`config.mk`:
```
export PLATFORM = sky130hd
export DESIGN_NAME = spi_txn_arbiter
export DESIGN_NICKNAME = d
export VERILOG_FILES = /design/src/rtl/spi_txn_arbiter.sv
export SDC_FILE = /design/constraint.sdc
export NUM_CORES = 1
export LEC_CHECK = 0
export ABC_AREA = 0
export CAP_MARGIN = 20
export CORE_ASPECT_RATIO = 0.7
export CORE_UTILIZATION = 45
export CTS_CLUSTER_SIZE = 12
export DETAILED_ROUTE_END_ITERATION = 8
export PLACE_DENSITY = 0.75
export SLEW_MARGIN = 20
export SYNTH_ARGS = -nofsm -noshare
export SYNTH_HDL_FRONTEND = slang
export SYNTH_SLANG_ARGS = --single-unit
```
`constraint.sdc`:
```
create_clock -name CLK -period 3.5 [get_ports CLK]
set_input_delay 0.7 -clock CLK [delete_from_list [all_inputs] [get_ports CLK]]
set_output_delay 0.7 -clock CLK [all_outputs]
set_load 0.01 [all_outputs]
```
`src/rtl/spi_txn_arbiter.sv`:
```
// Round-robin arbiter that shares one mode-0 SPI master between two requesters.
// Each granted transaction runs one full-duplex DATA_W-bit frame, MSB first.
module spi_txn_arbiter #(
  parameter int DATA_W  = 16,
  parameter int CLK_DIV = 4
) (
  input  logic              CLK,
  input  logic              RST,
  input  logic              REQ0,
  input  logic [DATA_W-1:0] TXD0,
  output logic              GNT0,
  input  logic              REQ1,
  input  logic [DATA_W-1:0] TXD1,
  output logic              GNT1,
  output logic [DATA_W-1:0] RXD,
  output logic              DONE,
  output logic              DONE_ID,
  output logic              BUSY,
  output logic              SCLK,
  output logic              MOSI,
  input  logic              MISO,
  output logic              CS_N
);

  localparam int CNT_W  = (CLK_DIV > 1) ? $clog2(CLK_DIV) : 1;
  localparam int HALF_W = $clog2(2 * DATA_W);
  localparam logic [CNT_W-1:0]  CNT_LAST  = CNT_W'(CLK_DIV - 1);
  localparam logic [HALF_W-1:0] HALF_LAST = HALF_W'(2 * DATA_W - 1);

  typedef enum logic [2:0] {IDLE, SETUP, SHIFT, HOLD, GAP} state_t;

  state_t              state_q, state_d;
  logic [CNT_W-1:0]    cnt_q, cnt_d;
  logic [HALF_W-1:0]   half_q, half_d;
  logic                gnt0_q, gnt0_d, gnt1_q, gnt1_d;
  logic                done_q, done_d, done_id_q, done_id_d;
  logic                busy_q, busy_d, sclk_q, sclk_d;
  logic                mosi_q, mosi_d, cs_n_q, cs_n_d;
  logic                last_q, last_d, sel_q, sel_d;
  logic [DATA_W-1:0]   rxd_q, rxd_d;
  logic [DATA_W-1:0]   tx_q, rx_q, tx_sel;
  logic                cnt_end, arb_ok, pick1;
  logic                load_tx, shift_tx, shift_rx;

  assign cnt_end = (cnt_q == CNT_LAST);
  // Arbitration happens in plain IDLE and on the last GAP edge, so a waiting
  // requester's grant lands in the first cycle after GAP.
  assign arb_ok  = ((state_q == IDLE) && !gnt0_q && !gnt1_q) ||
                   ((state_q == GAP) && cnt_end);
  assign pick1   = REQ1 && (!REQ0 || !last_q);
  assign tx_sel  = gnt1_q ? TXD1 : TXD0;

  always_comb begin
    state_d   = state_q;
    cnt_d     = cnt_end ? '0 : cnt_q + CNT_W'(1);
    half_d    = half_q;
    gnt0_d    = 1'b0;
    gnt1_d    = 1'b0;
    done_d    = 1'b0;
    done_id_d = done_id_q;
    busy_d    = busy_q;
    sclk_d    = sclk_q;
    mosi_d    = mosi_q;
    cs_n_d    = cs_n_q;
    last_d    = last_q;
    sel_d     = sel_q;
    rxd_d     = rxd_q;
    load_tx   = 1'b0;
    shift_tx  = 1'b0;
    shift_rx  = 1'b0;

    unique case (state_q)
      IDLE: begin
        // The grant cycle itself: TXD is captured at its closing edge.
        if (gnt0_q || gnt1_q) begin
          state_d = SETUP;
          cs_n_d  = 1'b0;
          mosi_d  = tx_sel[DATA_W-1];
          cnt_d   = '0;
          load_tx = 1'b1;
        end
      end
      SETUP: begin
        if (cnt_end) begin
          state_d = SHIFT;
          half_d  = '0;
        end
      end
      SHIFT: begin
        if (cnt_end) begin
          if (half_q == HALF_LAST) begin
            state_d = HOLD;
            sclk_d  = 1'b0;
          end else begin
            half_d = half_q + HALF_W'(1);
            sclk_d = ~sclk_q;
            if (!sclk_q) begin
              shift_rx = 1'b1;
            end else begin
              shift_tx = 1'b1;
              mosi_d   = tx_q[DATA_W-2];
            end
          end
        end
      end
      HOLD: begin
        if (cnt_end) begin
          state_d   = GAP;
          cs_n_d    = 1'b1;
          mosi_d    = 1'b0;
          done_d    = 1'b1;
          rxd_d     = rx_q;
          done_id_d = sel_q;
          last_d    = sel_q;
        end
      end
      GAP: begin
        if (cnt_end) begin
          state_d = IDLE;
          busy_d  = 1'b0;
        end
      end
      default: state_d = IDLE;
    endcase

    if (arb_ok && (REQ0 || REQ1)) begin
      state_d = IDLE;
      gnt0_d  = !pick1;
      gnt1_d  = pick1;
      sel_d   = pick1;
      busy_d  = 1'b1;
    end
  end

  always_ff @(posedge CLK or posedge RST) begin
    if (RST) begin
      state_q   <= IDLE;
      cnt_q     <= '0;
      half_q    <= '0;
      gnt0_q    <= 1'b0;
      gnt1_q    <= 1'b0;
      done_q    <= 1'b0;
      done_id_q <= 1'b0;
      busy_q    <= 1'b0;
      sclk_q    <= 1'b0;
      mosi_q    <= 1'b0;
      cs_n_q    <= 1'b1;
      last_q    <= 1'b1;
      sel_q     <= 1'b0;
      rxd_q     <= '0;
    end else begin
      state_q   <= state_d;
      cnt_q     <= cnt_d;
      half_q    <= half_d;
      gnt0_q    <= gnt0_d;
      gnt1_q    <= gnt1_d;
      done_q    <= done_d;
      done_id_q <= done_id_d;
      busy_q    <= busy_d;
      sclk_q    <= sclk_d;
      mosi_q    <= mosi_d;
      cs_n_q    <= cs_n_d;
      last_q    <= last_d;
      sel_q     <= sel_d;
      rxd_q     <= rxd_d;
    end
  end

  // Shift registers carry only data and are fully rewritten every frame.
  always_ff @(posedge CLK) begin
    if (load_tx) begin
      tx_q <= tx_sel;
    end else if (shift_tx) begin
      tx_q <= {tx_q[DATA_W-2:0], 1'b0};
    end
    if (shift_rx) begin
      rx_q <= {rx_q[DATA_W-2:0], MISO};
    end
  end

  assign GNT0    = gnt0_q;
  assign GNT1    = gnt1_q;
  assign RXD     = rxd_q;
  assign DONE    = done_q;
  assign DONE_ID = done_id_q;
  assign BUSY    = busy_q;
  assign SCLK    = sclk_q;
  assign MOSI    = mosi_q;
  assign CS_N    = cs_n_q;

endmodule

```
-- Yosys cells after proc, flatten, opt, wreduce, memory -nomap -nowiden
Index checks and enable logic that the tools add are counted.
- bitwise operators: 1
- reduce and logical (&&, ||, !) cells: 28
- multiplexer cells: 44
- add/sub/neg operators: 2
- equal/unequal tests: 18
- operators by type and width (cell ; count):
    15-bit 2-to-1 mux ; 2
    1-bit 2-to-1 mux ; 24
    3-bit 2-to-1 mux ; 7
    16-bit 2-to-1 mux ; 1
    5-bit 2-to-1 mux ; 3
    3-bit case mux with 5 select lines ; 1
    3-bit inequality test (second input constant) ; 4
    6-bit AND reduction ; 2
    2-bit inequality test (second input constant) ; 5
    5-bit case mux with 2 select lines ; 1
    2-bit nonzero test ; 5
    3-bit by 2-bit equality test with 1-bit output (second input constant) ; 2
    2-bit 2-to-1 mux ; 3
    2-bit AND reduction ; 3
    5-bit by 1-bit adder with 5-bit output (second input constant) ; 1
    5-bit equality test (second input constant) ; 1
    1-bit logical AND ; 5
    1-bit zero test ; 5
    1-bit logical OR ; 4
    4-bit AND reduction ; 1
    3-bit by 1-bit equality test with 1-bit output (second input constant) ; 1
    3-bit equality test (second input constant) ; 1
    3-bit zero test ; 1
    3-bit by 1-bit inequality test with 1-bit output (second input constant) ; 1
    9 further kinds ; 9
- input port bits: 37
- bits in registers: 67
- output and inout bits: 24

-- Depth between registers and ports, before layout
- depth in word-level cells: 7
- mapped depth: 7
- depth with buffers taken out: 7

-- Least setup slack after synthesis
No wires, ideal clock.
- kind: register to register
- start: reg half_q[0]
- end: reg rx_q[0], enable pin
- clock period less this slack: 3174 ps
- arrival: 2742 ps
- cell stages (with the launch flop): 5
- library setup time: 432 ps
- path buffers: 0
- path slack: 326 ps
- path through: dfrtp_1 > ha_1 > and3_1 > ha_1 > nor4_1
- longest elaborated chain between the ends: 4
- ends and longest elaborated chain (what ; RTL line ; RTL):
    from (decl) ; 34 ; logic [HALF_W-1:0] half_q, half_d;
    from (signal assigned) ; 154 ; half_q <= half_d;
    5-bit equality test ; 91 ; if (half_q == HALF_LAST) begin
    1-bit 2-to-1 mux ; 91 ;
    1-bit 2-to-1 mux ; 90 ; if (cnt_end) begin
    1-bit 2-to-1 mux ; 72 ; unique case (state_q)
    named net shift_rx ; 43 ; logic load_tx, shift_tx, shift_rx;
    to (signal assigned) ; 177 ; rx_q <= {rx_q[DATA_W-2:0], MISO};
    to (decl) ; 41 ; logic [DATA_W-1:0] tx_q, rx_q, tx_sel;
The timed path passes the listed nets, and every way through them passes these cells.
A chain may end at the register's enable or synchronous reset.

-- Worst setup path in the final report
- start: reg half_q[0]
- end: reg tx_q[6], enable pin
- longest elaborated chain between the ends: 5
- ends and longest elaborated chain (what ; RTL line ; RTL):
    5-bit equality test ; 91 ;
    1-bit 2-to-1 mux ; 91 ;
    1-bit 2-to-1 mux ; 90 ;
    1-bit 2-to-1 mux ; 72 ;
    2-bit nonzero test (no line) ; -- ;
    to (signal assigned) ; 172 ; tx_q <= tx_sel;
    to (signal assigned) ; 174 ; tx_q <= {tx_q[DATA_W-2:0], 1'b0};
    to (decl) ; 41 ;
No other way between the ends.

==> results.json <==
{
  "drt_iter0_drc": 90,
  "r2r_slack_ns": 1.06,
  "viasPerCell": 5.10,
  "rows": 23,
  "slew_viol_final": 0,
  "rsz0062_at_grt": "false",
  "drc_errors": 0,
  "crit_end": "tx_q[6]",
  "dieArea_sq_um": 6690,
  "yosysWarnings": 0,
  "h-tree-depth": 3,
  "ys_types": 38,
  "timing.rr.start": "half_q[0]",
  "dr_total_vias": 2054,
  "netlist_instances": 259,
  "clock_skew_ns": 0.0128,
  "p_leak_nw": 1.50,
  "r2r_cells": 5,
  "die_w_microns": 97.3,
  "cp_max_fo": 15,
  "synth_top_area_share_pct": 32.5,
  "grt_usage_pct": 18.2,
  "holdBufCountCts": 0,
  "place_ws_ns": 1.05,
  "whs_path_depth": 0,
  "cp-startpoint": "half_q[0]",
  "ant_nets": 0,
  "power.density_nw_per_um2": 806,
  "start_util_pct": 48.3,
  "post_cts_buffers": 0,
  "grt_max_degree": 37,
  "cts-root-buf": "clkbuf_8",
  "path_class": "reg2reg",
  "grt_pass1_vias": 1914,
  "fin_crit_ns": 2.44,
  "timing.critical_path.buf_inv": 0,
  "clock-sinks": 67,
  "netlist_area_sq_um": 2860,
  "cp-start-kind": "flop",
  "clk_pin_slew_ns": 0.07,
  "cpMostUsedCell": "ha_1",
  "ir_drop_mv": 0.469,
  "layout-drive-gt1-share_pct": 8.84,
  "worst_slew_pin_slew_ns": 0.768,
  "ys_seq_area_share_pct": 64.1,
  "syn_area_per_cell_sq_um": 11.1,
  "placed_cells": 387,
  "crit_path_top_delay_cell": "o31ai_4",
  "cts_made_buffers": 9,
  "wl_per_cell_microns": 13.9,
  "fin_crit_sh_pct": 69.6,
  "slowest_delay_ns": 0.67,
  "ys_ff_latch": 67,
  "instances_no_fill": 403,
  "grt_pass1_wl_microns": 9160,
  "crit_family": "compound AO/OA/AOI/OAI gates",
  "first_pass_iters": 4,
  "crit_required_ns": 3.47,
  "cts_resized": 0,
  "place_hpwl_microns": 3980,
  "slew-limit-headroom_pct": 48.8,
  "die-height_microns": 68.7,
  "port-buffer-count": 60,
  "setup_ws_ns": 1.06,
  "synth_area_leaders": "edfxtp_1, dfrtp_1, nand2_1, mux2i_1, a21oi_1",
  "setup_viol": 0,
  "syn_to_final_growth_pct": 30.4,
  "outcome": "complete, no violations",
  "nets": 363,
  "endpoint_kind": "flop",
  "cp_cell_sequence": "ha_1, and3_1, ha_1, nand3b_1, o31ai_4",
  "place.gp.congestion": 0.858,
  "hold_viol_final": 0,
  "num_io_pins": 61,
  "fillers": 495,
  "final_common_cell": "nand2_1",
  "fin_setup_tns_ns": 0,
  "finalPower_mw": 3.01,
  "worst_r2r_endpoint": "tx_q[6]",
  "antenna_cells": 0,
  "core_area_sq_um": 5930,
  "cts_tree": "yes",
  "fin_util_pct": 63.0,
  "cap_violations": 0,
  "clock_path_buffers": 2,
  "overflow": 0,
  "antenna_found_initial": 0,
  "wirelength_microns": 5610,
  "syn_nets": 299,
  "hold_path_class": "reg2reg",
  "mostFrequentLayoutCells": "nand2_1, clkdlybuf4s50_1, dfrtp_1",
  "insertion_delay_ns": 0.34,
  "yosysTopAreaCell": "edfxtp_1",
  "worstPathArrival_ns": 2.41,
  "cp.depth": 5,
  "max_freq_mhz": 410
}
synth_stat cells, drive strengths merged:
master,count
a31oi,1
o31ai,1
buf,11
a32oi,3
inv,5
nor3,3
nor4,3
or4,1
a21o,1
and3,2
o211ai,1
a21boi,1
a21oi,20
o32ai,1
nor2,22
nand2,70
dfrtp,34
nor3b,2
edfxtp,31
o21ai,9
ha,3
nor2b,2
clkbuf,1
xnor2,1
and2,1
nand3b,2
mux2i,15
nand2b,5
nand3,2
dfstp,2
nand4b,1
or3,1
o22ai,1
area by class of cell:
type,instances,area (sq um),area share [%]
clock buffer,11,141,3.79
multi-input combinational,175,971,26.0
sequential,67,1830,49.1
clock inverter,5,36.3,0.972
inverter,5,18.8,0.503
tap,75,93.8,2.51
timing repair buffer,65,638,17.1
layer usage:
| metal | vias to the layer above | part of all wire (%) | GRT usage, % |
|---|---|---|---|
| met4 | 0 | 0.71 | 4.41 |
| met2 | 47 | 44 | 28.9 |
| met1 | 974 | 50 | 23.8 |
| met3 | 6 | 5.0 | 7.36 |
| met5 | - | 0 | 0 |
| li1 | 1027 | - | - |
registers in the layout, indices dropped and copies added (netlist names):
register / count
RXD: 16
rx_q: 16
tx_q: 15
half_q: 5
state_q: 3
cnt_q: 2
BUSY: 1
CS_N: 1
DONE: 1
DONE_ID: 1
GNT0: 1
GNT1: 1
MOSI: 1
SCLK: 1
last_q: 1
sel_q: 1
through the flow:
stage | hold WS (ns) | cell area [sq um]
floorplan | 0.415 | 2860
global placement | 0.424 | 3550
detailed placement | 0.432 | 3560
CTS | 0.438 | 3730
global route | 0.447 | 3730
finish | 0.439 | 3730
worst register-to-register path, stage by stage (launching register included):
cell and delay (ns):
dfrtp_1 0.42, ha_1 0.25, and3_1 0.19, ha_1 0.27, nand3b_1 0.27, o31ai_4 0.67
how the worst min path moves through the flow:
stage	start	to
global placement	cnt_q[0]	cnt_q[0]
global route	rx_q[8]	rx_q[9]
detailed placement	cnt_q[0]	cnt_q[0]
CTS	rx_q[8]	rx_q[9]
floorplan	rx_q[15]	RXD[15]
finish	rx_q[8]	rx_q[9]
power breakdown:
| group | internal, mW | leakage [nW] | switching (mW) |
|---|---|---|---|
| clock | 0.279 | 0.0902 | 0.294 |
| sequential | 1.12 | 0.717 | 0.189 |
| combinational | 0.536 | 0.695 | 0.589 |
kinds of logic after synthesis:
group / share of synthesized area, %
DFF: 64.1
muxes: 5.24
AOI/OAI and AO/OA: 7.91
adders and majority gates: 1.31
buffers and inverters: 3.02
xor gates and xnor gates: 0.306
and+or+nand+nor: 18.1
Note: power is estimated with default switching activity, not from simulation.
